<file path="config.mk">
export PLATFORM = sky130hd
export DESIGN_NAME = uart_tx
export DESIGN_NICKNAME = d
export VERILOG_FILES = /design/src/rtl/uart_pkg.sv /design/src/rtl/uart_baud_gen.sv /design/src/rtl/uart_tx.sv
export SDC_FILE = /design/constraint.sdc
export NUM_CORES = 1
export LEC_CHECK = 0
export CAP_MARGIN = 5
export CORE_MARGIN = 2
export CORE_UTILIZATION = 45
export DETAILED_ROUTE_END_ITERATION = 10
export HOLD_SLACK_MARGIN = 0.15
export PLACE_DENSITY = 0.69
export REMOVE_ABC_BUFFERS = 1
export SYNTH_ARGS = -nofsm -noshare
export SYNTH_HDL_FRONTEND = slang
export SYNTH_SLANG_ARGS = --single-unit
</file>
<file path="constraint.sdc">
create_clock -name clk_i -period 1.9 [get_ports clk_i]
set_clock_uncertainty 0.1 [all_clocks]
set_input_delay 0.38 -clock clk_i [delete_from_list [all_inputs] [get_ports clk_i]]
set_output_delay 0.38 -clock clk_i [all_outputs]
set_load 0.05 [all_outputs]
</file>
<file path="src/rtl/uart_pkg.sv">
// Shared UART definitions: default line parameters, timing derivation and FSM state encoding.
package uart_pkg;

  localparam int unsigned CLK_FREQ_DEF   = 50_000_000;
  localparam int unsigned BAUDRATE_DEF   = 300_000;
  localparam int unsigned OVERSAMPLE_DEF = 16;

  // Clocks per baud tick; integer division, so odd ratios round down.
  function automatic int unsigned calc_baud_ticks(input int unsigned clk_freq,
                                                  input int unsigned baudrate,
                                                  input int unsigned oversample);
    return clk_freq / (baudrate * oversample);
  endfunction

  function automatic int unsigned calc_bit_clks(input int unsigned clk_freq,
                                                input int unsigned baudrate,
                                                input int unsigned oversample);
    return calc_baud_ticks(clk_freq, baudrate, oversample) * oversample;
  endfunction

  typedef enum logic [2:0] {
    StIdle   = 3'd0,
    StStart  = 3'd1,
    StData   = 3'd2,
    StParity = 3'd3,
    StStop   = 3'd4
  } uart_state_e;

endpackage

</file>
<file path="src/rtl/uart_baud_gen.sv">
// Baud prescaler: counts 0..BAUD_TICKS-1 and flags a tick on the wrap cycle; clr_i restarts at 0.
module uart_baud_gen #(
  parameter int unsigned BAUD_TICKS = 10
) (
  input  logic clk_i,
  input  logic rst_ni,
  input  logic clr_i,
  output logic tick_o
);

  localparam int unsigned CntW = (BAUD_TICKS > 1) ? $clog2(BAUD_TICKS) : 1;
  localparam logic [CntW-1:0] CntMax = CntW'(BAUD_TICKS - 1);

  generate
    if (BAUD_TICKS < 1) begin : g_bad_baud_ticks
      $error("uart_baud_gen: BAUD_TICKS must be at least 1");
    end
  endgenerate

  logic [CntW-1:0] cnt_q, cnt_d;

  always_comb begin
    tick_o = (cnt_q == CntMax);
    if (clr_i || tick_o) begin
      cnt_d = '0;
    end else begin
      cnt_d = cnt_q + 1'b1;
    end
  end

  always_ff @(posedge clk_i or negedge rst_ni) begin
    if (!rst_ni) begin
      cnt_q <= '0;
    end else begin
      cnt_q <= cnt_d;
    end
  end

endmodule

</file>
<file path="src/rtl/uart_tx.sv">
// UART transmitter, 8 data bits LSB-first, one stop bit, valid/ready byte input.
// Define UART_TX_PARITY_EN to insert an even-parity bit between data and stop.
module uart_tx
  import uart_pkg::*;
#(
  parameter int unsigned CLK_FREQ   = CLK_FREQ_DEF,
  parameter int unsigned BAUDRATE   = BAUDRATE_DEF,
  parameter int unsigned OVERSAMPLE = OVERSAMPLE_DEF
) (
  input  logic       clk_i,
  input  logic       rst_ni,
  input  logic [7:0] tx_data_i,
  input  logic       tx_valid_i,
  output logic       tx_ready_o,
  output logic       tx_o,
  output logic       tx_busy_o,
  output logic       tx_done_o
);

  localparam int unsigned BAUD_TICKS = calc_baud_ticks(CLK_FREQ, BAUDRATE, OVERSAMPLE);
  localparam int unsigned TickW      = (OVERSAMPLE > 1) ? $clog2(OVERSAMPLE) : 1;
  localparam logic [TickW-1:0] TickMax = TickW'(OVERSAMPLE - 1);

  generate
    if (BAUD_TICKS < 1) begin : g_bad_baud_ticks
      $error("uart_tx: CLK_FREQ/(BAUDRATE*OVERSAMPLE) must be at least 1");
    end
    if (OVERSAMPLE < 1) begin : g_bad_oversample
      $error("uart_tx: OVERSAMPLE must be at least 1");
    end
  endgenerate

  uart_state_e      state_q, state_d;
  logic [7:0]       shift_q, shift_d;
  logic [2:0]       bit_idx_q, bit_idx_d;
  logic [TickW-1:0] tick_cnt_q, tick_cnt_d;
  logic             tx_q, tx_d;
  logic             ready_q, ready_d;
  logic             busy_q, busy_d;
  logic             done_q, done_d;
`ifdef UART_TX_PARITY_EN
  logic             parity_q, parity_d;
`endif

  logic baud_clr;
  logic baud_tick;
  logic bit_end;

  uart_baud_gen #(
    .BAUD_TICKS(BAUD_TICKS)
  ) u_baud_gen (
    .clk_i (clk_i),
    .rst_ni(rst_ni),
    .clr_i (baud_clr),
    .tick_o(baud_tick)
  );

  always_comb begin
    state_d    = state_q;
    shift_d    = shift_q;
    bit_idx_d  = bit_idx_q;
    tick_cnt_d = tick_cnt_q;
    tx_d       = tx_q;
    ready_d    = ready_q;
    busy_d     = busy_q;
    done_d     = 1'b0;
`ifdef UART_TX_PARITY_EN
    parity_d   = parity_q;
`endif
    baud_clr   = 1'b0;
    bit_end    = baud_tick && (tick_cnt_q == TickMax);

    if (state_q != StIdle && baud_tick) begin
      tick_cnt_d = bit_end ? '0 : tick_cnt_q + 1'b1;
    end

    unique case (state_q)
      StIdle: begin
        if (tx_valid_i && ready_q) begin
          // The start bit is driven on the accepting edge; bit timing restarts from here.
          state_d    = StStart;
          shift_d    = tx_data_i;
          bit_idx_d  = '0;
          tick_cnt_d = '0;
          baud_clr   = 1'b1;
          tx_d       = 1'b0;
          ready_d    = 1'b0;
          busy_d     = 1'b1;
`ifdef UART_TX_PARITY_EN
          parity_d   = ^tx_data_i;
`endif
        end
      end
      StStart: begin
        if (bit_end) begin
          state_d = StData;
          tx_d    = shift_q[0];
        end
      end
      StData: begin
        if (bit_end) begin
          if (bit_idx_q == 3'd7) begin
`ifdef UART_TX_PARITY_EN
            state_d = StParity;
            tx_d    = parity_q;
`else
            state_d = StStop;
            tx_d    = 1'b1;
`endif
          end else begin
            shift_d   = {1'b0, shift_q[7:1]};
            bit_idx_d = bit_idx_q + 1'b1;
            tx_d      = shift_q[1];
          end
        end
      end
`ifdef UART_TX_PARITY_EN
      StParity: begin
        if (bit_end) begin
          state_d = StStop;
          tx_d    = 1'b1;
        end
      end
`endif
      StStop: begin
        if (bit_end) begin
          state_d = StIdle;
          tx_d    = 1'b1;
          ready_d = 1'b1;
          busy_d  = 1'b0;
          done_d  = 1'b1;
        end
      end
      default: begin
        state_d = StIdle;
        tx_d    = 1'b1;
        ready_d = 1'b1;
        busy_d  = 1'b0;
      end
    endcase
  end

  always_ff @(posedge clk_i or negedge rst_ni) begin
    if (!rst_ni) begin
      state_q    <= StIdle;
      shift_q    <= '0;
      bit_idx_q  <= '0;
      tick_cnt_q <= '0;
      tx_q       <= 1'b1;
      ready_q    <= 1'b1;
      busy_q     <= 1'b0;
      done_q     <= 1'b0;
`ifdef UART_TX_PARITY_EN
      parity_q   <= 1'b0;
`endif
    end else begin
      state_q    <= state_d;
      shift_q    <= shift_d;
      bit_idx_q  <= bit_idx_d;
      tick_cnt_q <= tick_cnt_d;
      tx_q       <= tx_d;
      ready_q    <= ready_d;
      busy_q     <= busy_d;
      done_q     <= done_d;
`ifdef UART_TX_PARITY_EN
      parity_q   <= parity_d;
`endif
    end
  end

  assign tx_o       = tx_q;
  assign tx_ready_o = ready_q;
  assign tx_busy_o  = busy_q;
  assign tx_done_o  = done_q;

endmodule

</file>
Word level (Yosys, flattened, before mapping)
Cells that the tools add are included.

storage, ports and cells
  register bits after elaboration = 26
  logic and storage cells = 70
  input port bits = 11

operators by class
  bitwise logic cells = 1
  multiplexer cells = 33
  eq/ne operators = 12
  $add $sub $neg = 3
  reduce and logical (&&, ||, !) cells = 12

operators with widths
  operator                                                                number
  3-bit 2-to-1 mux                                                        8
  8-bit 2-to-1 mux                                                        3
  4-bit 2-to-1 mux                                                        5
  8-bit one-hot mux with 2 select lines                                   1
  2-bit != test (second input constant)                                   6
  3-bit one-hot mux with 4 select lines                                   1
  1-bit 2-to-1 mux                                                        11
  4-bit by 1-bit adder with 4-bit output (second input constant)          2
  4-bit equality test (second input constant)                             2
  4-bit AND reduction                                                     2
  3-bit equality test (second input constant)                             2
  1-bit one-hot mux with 3 select lines                                   2
  3-bit one-hot mux with 2 select lines                                   1
  5-bit AND reduction                                                     1
  1-bit one-hot mux with 4 select lines                                   1
  3-bit by 1-bit adder with 3-bit output (second input constant)          1
  3-bit by 1-bit equality test with 1-bit output (second input constant)  1
  3-bit by 2-bit equality test with 1-bit output (second input constant)  1
  1-bit logical AND                                                       3
  3-bit logical NOT                                                       1
  3-bit AND reduction                                                     1
  3-bit nonzero test                                                      1
  2-bit nonzero test                                                      1
  2-bit OR reduction                                                      1
  2 further kinds                                                         2

Depth between registers and ports, before layout
Gate-level depths: netlist of run 1.

  depth after elaboration = 6
  gate-level depth with buffers = 7
  depth with buffers taken out = 6

Modules after synthesis
A second synthesis of run 1 with hierarchy kept.

unflattened totals
  cells, all modules = 143
  area, all modules = 1,355.0 sq um

modules (own cells, without submodules)
  module         cells an instance  area each (sq um)  sequential area each (sq um)  times used
  uart_tx        123                1,151.1            553.0                         1
  uart_baud_gen  20                 203.9              100.1                         1

Worst setup path after synthesis of run 1
Ideal clock, no wire load.

  path type = register to register
  start point = register ready_q (netlist: tx_ready_o)
  end point = register shift_q[1]
  buffers on the path = 1
  arrival = 1.661 ns
  data required time = 1.675 ns
  clock period less this slack = 1.886 ns
  slack = 0.014 ns
  cell stages (with the launch flop) = 6
  cells stage by stage = dfstp_2 > nand2_1 > nor2_2 > nor2_2 > buf_6 > mux2_4

between the ends
  longest elaborated chain between the ends = 3

ends and longest elaborated chain
  item                           line            source
  from (decl)                    uart_tx.sv:38   logic ready_q, ready_d;
  from (signal assigned)         uart_tx.sv:162  ready_q <= ready_d;
  1-bit logical AND              uart_tx.sv:79   if (tx_valid_i && ready_q) begin
  2-bit != test (no line)        -
  4-bit AND reduction (no line)  -
  to (signal assigned)           uart_tx.sv:158  shift_q <= shift_d;
  to (decl)                      uart_tx.sv:34   logic [7:0] shift_q, shift_d;

Every way passes these cells.
A chain may end at the register's enable or synchronous reset.

Worst setup path in the final report of run 1
  start point = register bit_idx_q[0]
  end point = register shift_q[6]

between the ends
  longest elaborated chain between the ends = 3

ends and longest elaborated chain
  item                           line            source
  from (decl)                    uart_tx.sv:35   logic [2:0] bit_idx_q, bit_idx_d;
  from (signal assigned)         uart_tx.sv:159  bit_idx_q <= bit_idx_d;
  3-bit equality test            uart_tx.sv:102  if (bit_idx_q == 3'd7) begin
  2-bit != test (no line)        -
  4-bit AND reduction (no line)  -

Every way passes these cells.

==> results_dict.tcl, run 1 <==
set metrics [dict create \
    diode_insertion_count_for_antenna_repair 0 \
    worstPathArrival_ps 1960 \
    synth_seq_cells 26 \
    tritoncts "yes" \
    row_count 20 \
    first_pass_iters 4 \
    multi_input_combinational_cell_area_sq_um 693 \
    post_synth.cell_area_avg_sq_um 11.3 \
    global_route.overflow_total 0 \
    vdd_ir_drop_max_v 0.000249 \
    dpl.cell_count 182 \
    fin_util_pct 59.1 \
    ioPinCount 15 \
    detailroute.via_count 1048 \
    grt_max_degree 27 \
    via_per_inst 5.54 \
    slowest_delay_ps 400 \
    cts_hold_buffers 0 \
    finalHoldViolCount 0 \
    grt_first_pass_wirelength_microns 4590 \
    dpl_worst_slack_ps -32.3 \
    ctsRootBufferMaster "sky130_fd_sc_hd__clkbuf_4" \
    setup_ws_ps 50.3 \
    cpLargestDelayFamily "flip-flops" \
    synth-warning-count 0 \
    critical_path_required_ps 2010 \
    hold_slack_ps 300 \
    crit_path_top_delay_cell "sky130_fd_sc_hd__dfrtp_1" \
    worst_setup_path_start_kind "register" \
    power.static_leakage_nw 0.837 \
    report.final.setup_viol 0 \
    path_max_fanout 5 \
    setup_tns_ps 0 \
    die_y_microns 59.2 \
    grt.total_usage_pct 17.6 \
    fin_crit_sh_pct 97.4 \
    netlist_area_sq_um 1370 \
    criticalPathCategory "reg2reg" \
    slew-limit-headroom_pct 78.1 \
    unrepaired_setup_endpoints_after_global_routing "true" \
    cts_htree_levels 1 \
    top_flip_flop_cell_by_instance_count_after_synthesis "sky130_fd_sc_hd__dfrtp_1" \
    clock-sinks 26 \
    layout.cells.non_filler 189 \
    nFillCells 246 \
    buffer_ports.inserted 14 \
    areaGrowthSynthToFinish_pct 28.2 \
    timing_worst_slew_pin_value_ps 329 \
    finalCriticalPeriod_ps 1850 \
    place_congestion 0.804 \
    detail_route.iter0.violations 64 \
    fp.coreArea_sq_um 2980 \
    post_route_cells_drive_above_1_share_pct 36.5 \
    via_count_of_the_first_global_routing_pass 1004 \
    asyncSetResetFlopFracSynth_pct 100 \
    grt_antenna_before_repair 0 \
    nets 173 \
    register_area_sq_um 653 \
    route.detailed.drc 0 \
    routedWlPerCell_microns 14.0 \
    outcome "finished clean" \
    worstSetupEndpointType "register" \
    min-delay-path-class "in2async" \
    synthesized_instance_count 121 \
    ys_seq_area_share_pct 47.6 \
    hpwl_microns 1970 \
    pwr_density_cell_nw_per_um2 494 \
    yosys.cell_types.count 37 \
    routed_wire_length_microns 2650 \
    clock_insertion_delay_at_the_later_pin_of_the_skew_report_ps 320 \
    cts_buffer_depth 2 \
    max_clock_freq_ghz 0.541 \
    synth-edff-count 0 \
    cts-buffers-inserted 3 \
    initial_utilization_pct 46.1 \
    design.die.area_sq_um 3510 \
    maxCapViolations 0 \
    path_cells "ha_1 -> ha_2 -> nor4_4 -> nor2_2 -> buf_4 -> mux2_4" \
    cp_num_buf_inv 1 \
    clock_pin_slew_on_the_worst_setup_and_hold_paths_ps 140 \
    die-width_microns 59.2 \
    postRouteAntennaNets 0 \
    drv_slew 0 \
]
-- cells in the mapped netlist (all sizes together) (3+ instances only) --
cell	instances	share of area, %
a21oi	7	2.6
clkbuf	3	0.82
nor3	3	1.1
nand2	6	1.6
o21ai	7	2.6
ha	5	4.6
nand3	5	1.8
nand3b	3	1.6
nor2	10	3.1
mux2	17	16
dfrtp	24	44
inv	3	0.82
-- worst paths after layout --
check	start	endpoint	slack (ps)	cells past startpoint
max in group asynchronous	rst_ni	tx_o$_DFFE_PN1P_	1110	2
hold reg to reg	shift_q[7]$_DFFE_PN0P_	shift_q[7]$_DFFE_PN0P_	400	1
hold / removal	rst_ni	tx_busy_o$_DFFE_PN0P_	300	2
setup / recovery	bit_idx_q[0]$_DFFE_PN0P_	shift_q[6]$_DFFE_PN0P_	50	6
min in group clk_i	shift_q[7]$_DFFE_PN0P_	shift_q[7]$_DFFE_PN0P_	400	1
setup reg to reg	bit_idx_q[0]$_DFFE_PN0P_	shift_q[6]$_DFFE_PN0P_	50	6
-- per-layer routing --
layer / vias to the layer above / part of all wire [%] / GRT usage [%]
met5: - / 0 / 0
met4: 0 / 0.64 / 5.84
met3: 2 / 1.9 / 3.28
met2: 8 / 52 / 30.1
met1: 527 / 46 / 22.3
li1: 511 / - / -
-- through the flow --
stage,power [mW],instance area (sq um)
finish,0.870,1760
global route,0.908,1760
CTS,0.881,1730
detailed placement,0.606,1680
global placement,0.604,1680
floorplan,0.572,1350
-- cell usage in the layout, fill, tap and decap left out, types with 3 or more instances in the layout --
cell / Yosys / routed
sky130_fd_sc_hd__a21oi_1: 7 / 7
sky130_fd_sc_hd__buf_4: 0 / 23
sky130_fd_sc_hd__clkbuf_4: 0 / 3
sky130_fd_sc_hd__clkdlybuf4s50_1: 0 / 10
sky130_fd_sc_hd__dfrtp_1: 24 / 24
sky130_fd_sc_hd__ha_1: 5 / 4
sky130_fd_sc_hd__inv_1: 3 / 3
sky130_fd_sc_hd__mux2_2: 11 / 11
sky130_fd_sc_hd__mux2_4: 6 / 6
sky130_fd_sc_hd__nand2_1: 6 / 6
sky130_fd_sc_hd__nand3_1: 5 / 5
sky130_fd_sc_hd__nand3b_1: 3 / 3
sky130_fd_sc_hd__nor2_1: 8 / 8
sky130_fd_sc_hd__nor3_1: 3 / 3
sky130_fd_sc_hd__o21ai_0: 7 / 7
-- what timing repair did --
item / in CTS / in global routing
buffers inserted: 0 / 3
cloned: 0 / 0
setup endpoints to repair: 6 / 9
resized for setup: 3 / 3
hold endpoints to repair: 0 / 0
pin swaps: 2 / 1
-- state kept, by name, summed over array words and instances (netlist names), 3 cells and up --
signal            count
shift_q               8
tick_cnt_q            4
u_baud_gen.cnt_q      4
bit_idx_q             3
state_q               3
-- power breakdown --
part / total, mW / leakage [nW] / switching [mW] / internal, mW
logic: 0.0405 / 0.491 / 0.0156 / 0.0249
registers: 0.554 / 0.325 / 0 / 0.554
clock network: 0.275 / 0.0210 / 0.158 / 0.117
total: 0.870 / 0.837 / 0.174 / 0.696
-- cell families (layout without fill, tap and decap cells) --
kind of cell	after synthesis	count (layout)	synth area share, %
adders and majority gates	5	5	4.56
muxes	18	18	16.3
xor gates and xnor gates	3	3	1.91
buffers and inverters	8	43	2.83
and+or+nand+nor	38	38	16.2
DFF	26	26	47.6
AOI/OAI and AO/OA	23	23	10.6
-- final cells by class --
class,count,area share (%)
Timing Repair Buffer,36,18.4
Sequential cell,26,37.1
Tap cell,33,2.35
Clock buffer,4,2.06
Multi-Input combinational cell,87,39.4
Inverter,3,0.640
No activity file was read; power rests on OpenSTA's default activity.
==> run 2, diff against run 1 <==
--- a/config.mk
+++ b/config.mk
@@ -10,7 +10,7 @@
 export CORE_UTILIZATION = 45
 export DETAILED_ROUTE_END_ITERATION = 10
 export HOLD_SLACK_MARGIN = 0.15
-export PLACE_DENSITY = 0.69
+export PLACE_DENSITY = 0.72
 export REMOVE_ABC_BUFFERS = 1
 export SYNTH_ARGS = -nofsm -noshare
 export SYNTH_HDL_FRONTEND = slang
==> run 2 against run 1 <==
The flow now finishes with violations (setup timing). Register-to-register slack worse by 60 ps. Hold slack better by 1.4 ps. Fmax down 3.0%. Sequential share of layout area down 1.2 points. Cell area up 3.2%. Worst setup slack worse by 57 ps. Non-clock buffer count up 3. Global-route usage up 0.24 points. Via count up 4.2%. Combinational power up 4%. Total power up 1.1%. Critical endpoint is now shift_q[5]$_DFFE_PN0P_.
==> results_dict.tcl, run 2 (same netlist as run 1, synthesis figures left out) <==
set metrics [dict create \
    routed_wire_length_microns 2790 \
    fin_crit_sh_pct 100 \
    via_count_of_the_first_global_routing_pass 1060 \
    power.static_leakage_nw 0.855 \
    worstSetupEndpointType "register" \
    worstPathArrival_ps 2040 \
    failed_checks "setup timing" \
    clock_pin_slew_on_the_worst_setup_and_hold_paths_ps 140 \
    top_registers "shift_q: 8 flops, tick_cnt_q: 4 flops, u_baud_gen.cnt_q: 4 flops" \
    layout.cells.non_filler 192 \
    first_pass_iters 4 \
    outcome "finished with violations" \
    cts_buffer_depth 2 \
    max_clock_freq_ghz 0.525 \
    post_route_cells_drive_above_1_share_pct 40.3 \
    slew-limit-headroom_pct 77.6 \
    grt_use_met2_pct 29.4 \
    detail_route.iter0.violations 53 \
    initial_utilization_pct 46.1 \
    timing_worst_slew_pin_value_ps 337 \
    global_route.overflow_total 0 \
    register_area_sq_um 653 \
    areaGrowthSynthToFinish_pct 32.3 \
    design.die.area_sq_um 3510 \
    largest_register_ffs 8 \
    row_count 20 \
    cts_htree_levels 1 \
    drv_slew 0 \
    grt_max_degree 27 \
    unrepaired_setup_endpoints_after_global_routing "true" \
    finalCriticalPeriod_ps 1910 \
    final_cell_mix "25 x sky130_fd_sc_hd__buf_4, 24 x sky130_fd_sc_hd__dfrtp_1, 11 x sky130_fd_sc_hd__mux2_2" \
    die_y_microns 59.2 \
    fp.coreArea_sq_um 2980 \
    cts-buffers-inserted 3 \
    grt_antenna_before_repair 0 \
    path_max_fanout 6 \
    clock-sinks 26 \
    die-width_microns 59.2 \
    place_congestion 0.765 \
    grt.total_usage_pct 17.9 \
    setup_ws_ps -6.58 \
    diode_insertion_count_for_antenna_repair 0 \
    grt_first_pass_wirelength_microns 4740 \
    tritoncts "yes" \
    final_common_cell "sky130_fd_sc_hd__buf_4" \
    ctsRootBufferMaster "sky130_fd_sc_hd__clkbuf_4" \
    finalHoldViolCount 0 \
    buffer_ports.inserted 14 \
    via_per_inst 5.69 \
    hpwl_microns 1950 \
    top_register "shift_q" \
    cts_hold_buffers 0 \
    grt.met3_usage_pct 2.62 \
    pwr_density_cell_nw_per_um2 484 \
    detailroute.via_count 1092 \
    met1_track_usage_gr_pct 23.8 \
    route.detailed.drc 0 \
    ioPinCount 15 \
    nFillCells 256 \
    report.final.setup_viol 2 \
    nets 176 \
    worst_setup_path_start_kind "register" \
    maxCapViolations 0 \
    min-delay-path-class "in2async" \
    dpl.cell_count 182 \
    postRouteAntennaNets 0 \
    multi_input_combinational_cell_area_sq_um 723 \
    criticalPathCategory "reg2reg" \
    clock_insertion_delay_at_the_later_pin_of_the_skew_report_ps 330 \
    dpl_worst_slack_ps -14.1 \
    vdd_ir_drop_max_v 0.000295 \
    critical_path_required_ps 2030 \
    routedWlPerCell_microns 14.5 \
    grt_most_used_layer "met2" \
]
run 2: timing repair:
action,CTS,global route
pin swaps,1,4
resized for setup,5,9
endpoints found under the hold margin,0,0
endpoints found under the setup margin,9,14
setup buffers,4,2
run 2: worst max-delay path: stages, from the launching register on:
cell,delay [ps]
sky130_fd_sc_hd__dfrtp_1,420
sky130_fd_sc_hd__or3b_4,400
sky130_fd_sc_hd__nor4_4,320
sky130_fd_sc_hd__nor2_2,110
sky130_fd_sc_hd__buf_4,170
sky130_fd_sc_hd__mux2_4,290
run 2: through the flow:
step	instance area, sq um	utilization (%)	power [mW]	TNS, ps	hold WS, ps
2_1_floorplan	1350	-	0.572	-723	-15.6
3_3_place_gp	1680	56.6	0.606	0	381
3_5_place_dp	1680	56.6	0.607	-14.1	386
4_1_cts	1770	59.4	0.884	0	311
5_1_grt	1820	61.0	0.909	-401	321
6_report	1820	61.0	0.879	-12.0	301
run 2: path summary, 6_finish.rpt:
path                            cells after the start  slack (ps)                       to                    from
worst min register to register                      1         410   shift_q[7]$_DFFE_PN0P_  shift_q[7]$_DFFE_PN0P_
max in group asynchronous                           2        1100         tx_o$_DFFE_PN1P_                  rst_ni
min in group clk_i                                  1         410   shift_q[7]$_DFFE_PN0P_  shift_q[7]$_DFFE_PN0P_
worst max-delay path                                5          -7   shift_q[5]$_DFFE_PN0P_  state_q[0]$_DFFE_PN0P_
worst max register to register                      5          -7   shift_q[5]$_DFFE_PN0P_  state_q[0]$_DFFE_PN0P_
worst min-delay path                                2         300  tick_cnt_q[1]$_DFF_PN0_                  rst_ni
run 2: power breakdown:
part / total (mW) / internal [mW] / switching (mW)
registers: 0.554 / 0.554 / 0
clock network: 0.284 / 0.117 / 0.166
logic: 0.0420 / 0.0261 / 0.0158
run 2: cell type report:
| type | instances | share of cell area [%] |
|---|---|---|
| sequential | 26 | 36.0 |
| inverter | 3 | 0.620 |
| tap | 33 | 2.27 |
| clock buffer | 4 | 2.00 |
| multi-input combinational | 87 | 39.8 |
| timing repair buffer | 39 | 19.3 |
run 2: layer usage:
layer / share of wire (%) / wire [microns]
met4: 1.4 / 38
met5: 0 / 0
met2: 51 / 1410
met3: 2.9 / 81
met1: 45 / 1250
==> run 3, diff against run 2 <==
--- a/config.mk
+++ b/config.mk
@@ -6,7 +6,7 @@
 export NUM_CORES = 1
 export LEC_CHECK = 0
 export CAP_MARGIN = 5
-export CORE_MARGIN = 2
+export CORE_MARGIN = 3
 export CORE_UTILIZATION = 45
 export DETAILED_ROUTE_END_ITERATION = 10
 export HOLD_SLACK_MARGIN = 0.15
==> run 3 against run 2 <==
The run now ends clean. Hold slack about the same. Register-to-register slack improved by 30 ps. Non-clock buffer count decreased by 4. Sequential power barely moved. Critical path depth did not move. Sequential cell count stayed put. Wire length down 6.0%. Count of clock-buffer cells in the layout did not move. Cell area down 3.5%. Combinational power about the same. Fmax up 1.8%. Die area grew 6.9%. Critical path type unchanged. Largest power group unchanged.
==> results_dict.tcl, run 3 (same netlist as run 1, synthesis figures left out) <==
set metrics [dict create \
    cts_hold_buffers 0 \
    largest_register_ffs 8 \
    report.final.setup_viol 0 \
    routed_wire_length_microns 2620 \
    outcome "finished clean" \
    max_clock_freq_ghz 0.534 \
    worst_setup_path_start_kind "register" \
    place_congestion 0.726 \
    min-delay-path-class "in2async" \
    tritoncts "yes" \
    top_register "shift_q" \
    global_route.overflow_total 0 \
    maxCapViolations 0 \
    pwr_density_cell_nw_per_um2 501 \
    detail_route.iter0.violations 32 \
    setup_ws_ps 26.7 \
    fp.coreArea_sq_um 2830 \
    post_route_cells_drive_above_1_share_pct 36.8 \
    diode_insertion_count_for_antenna_repair 0 \
    ioPinCount 15 \
    critical_path_required_ps 2020 \
    detailroute.via_count 1041 \
    first_pass_iters 4 \
    grt_max_degree 27 \
    finalCriticalPeriod_ps 1870 \
    initial_utilization_pct 48.5 \
    grt.total_usage_pct 16.5 \
    via_per_inst 5.60 \
    slew-limit-headroom_pct 78.6 \
    unrepaired_setup_endpoints_after_global_routing "true" \
    worstPathArrival_ps 1990 \
    hpwl_microns 1940 \
    worstSetupEndpointType "register" \
    areaGrowthSynthToFinish_pct 27.6 \
    dpl_worst_slack_ps 13.9 \
    finalHoldViolCount 0 \
    drv_slew 0 \
    cts-buffers-inserted 3 \
    row_count 19 \
    path_max_fanout 9 \
    post_dp_cell_area_sq_um 1670 \
    route.detailed.drc 0 \
    final_cell_mix "23 x sky130_fd_sc_hd__dfrtp_1, 22 x sky130_fd_sc_hd__buf_4, 11 x sky130_fd_sc_hd__mux2_2" \
    postRouteAntennaNets 0 \
    die_y_microns 61.2 \
    timing_worst_slew_pin_value_ps 321 \
    power.static_leakage_nw 0.829 \
    final_common_cell "sky130_fd_sc_hd__dfrtp_1" \
    die-width_microns 61.2 \
    finalPower_uw 877 \
    grt_first_pass_wirelength_microns 4500 \
    grt_antenna_before_repair 0 \
    clock_pin_slew_on_the_worst_setup_and_hold_paths_ps 140 \
    buffer_ports.inserted 14 \
    design.die.area_sq_um 3750 \
    vdd_ir_drop_max_v 0.000320 \
    crit-reg2reg-launch "state_q[2]$_DFFE_PN0P_" \
    clock_insertion_delay_at_the_later_pin_of_the_skew_report_ps 330 \
    cts_buffer_depth 2 \
    top_registers "shift_q: 8 flops, tick_cnt_q: 4 flops, u_baud_gen.cnt_q: 4 flops" \
    nFillCells 227 \
    design_area_sq_um 1750 \
    clock-sinks 26 \
    fin_crit_sh_pct 98.6 \
    cts_htree_levels 1 \
    ctsRootBufferMaster "sky130_fd_sc_hd__clkbuf_4" \
    criticalPathCategory "reg2reg" \
    nets 172 \
    via_count_of_the_first_global_routing_pass 1036 \
    crit_start "state_q[2]$_DFFE_PN0P_" \
    routedWlPerCell_microns 14.1 \
]
-- run 3: worst paths after layout --
kind,slack [ps],end,cells past startpoint
setup / recovery,30,shift_q[4]$_DFFE_PN0P_,5
hold / removal,300,tick_cnt_q[1]$_DFF_PN0_,2
setup reg to reg,30,shift_q[4]$_DFFE_PN0P_,5
hold reg to reg,420,shift_q[7]$_DFFE_PN0P_,1
max in group asynchronous,1110,tx_ready_o$_DFFE_PN1P_,2
min in group clk_i,420,shift_q[7]$_DFFE_PN0P_,1
-- run 3: layout make-up --
| type | instances | area, sq um | area share (%) |
|---|---|---|---|
| multi-input combinational | 87 | 694 | 39.6 |
| inverter | 3 | 11.3 | 0.643 |
| sequential | 26 | 654 | 37.4 |
| timing repair buffer | 35 | 317 | 18.1 |
| tap | 31 | 38.8 | 2.21 |
| clock buffer | 4 | 36.3 | 2.07 |
-- run 3: what timing repair did --
action                     in CTS  in global routing
pin swaps                       0                  4
resized for setup               0                  7
cloned                          0                  0
setup endpoints to repair       5                 10
setup buffers                   1                  3
-- run 3: stage by stage --
stage               setup TNS, ps  util, %  hold slack, ps  instances
floorplan                    -723        -           -15.6        116
detailed placement              0     58.9             389        178
CTS                             0     60.5             313        183
global placement                0     58.9             370        178
global route                 -204     61.9             321        186
finish                          0     61.9             301        186
-- run 3: power by group --
group	total [mW]	switching [mW]	internal [mW]	leakage [nW]
combinational	0.0419	0.0157	0.0262	0.484
clock	0.282	0.164	0.117	0.0210
sequential	0.554	0	0.554	0.324
-- run 3: worst max-delay path, cell delays in order (launching register included) --
cell and delay, ps:
sky130_fd_sc_hd__dfrtp_1 420, sky130_fd_sc_hd__or3b_4 420, sky130_fd_sc_hd__nor4_4 300, sky130_fd_sc_hd__nor2_2 80, sky130_fd_sc_hd__buf_6 150, sky130_fd_sc_hd__mux2_4 290
-- run 3: metal layers --
| layer | track usage, % | wire length (microns) | up-vias |
|---|---|---|---|
| li1 | - | - | 509 |
| met1 | 20.4 | 1200 | 514 |
| met2 | 27.3 | 1300 | 14 |
| met3 | 2.52 | 76 | 4 |
| met4 | 9.29 | 42 | 0 |
| met5 | 0 | 0 | - |
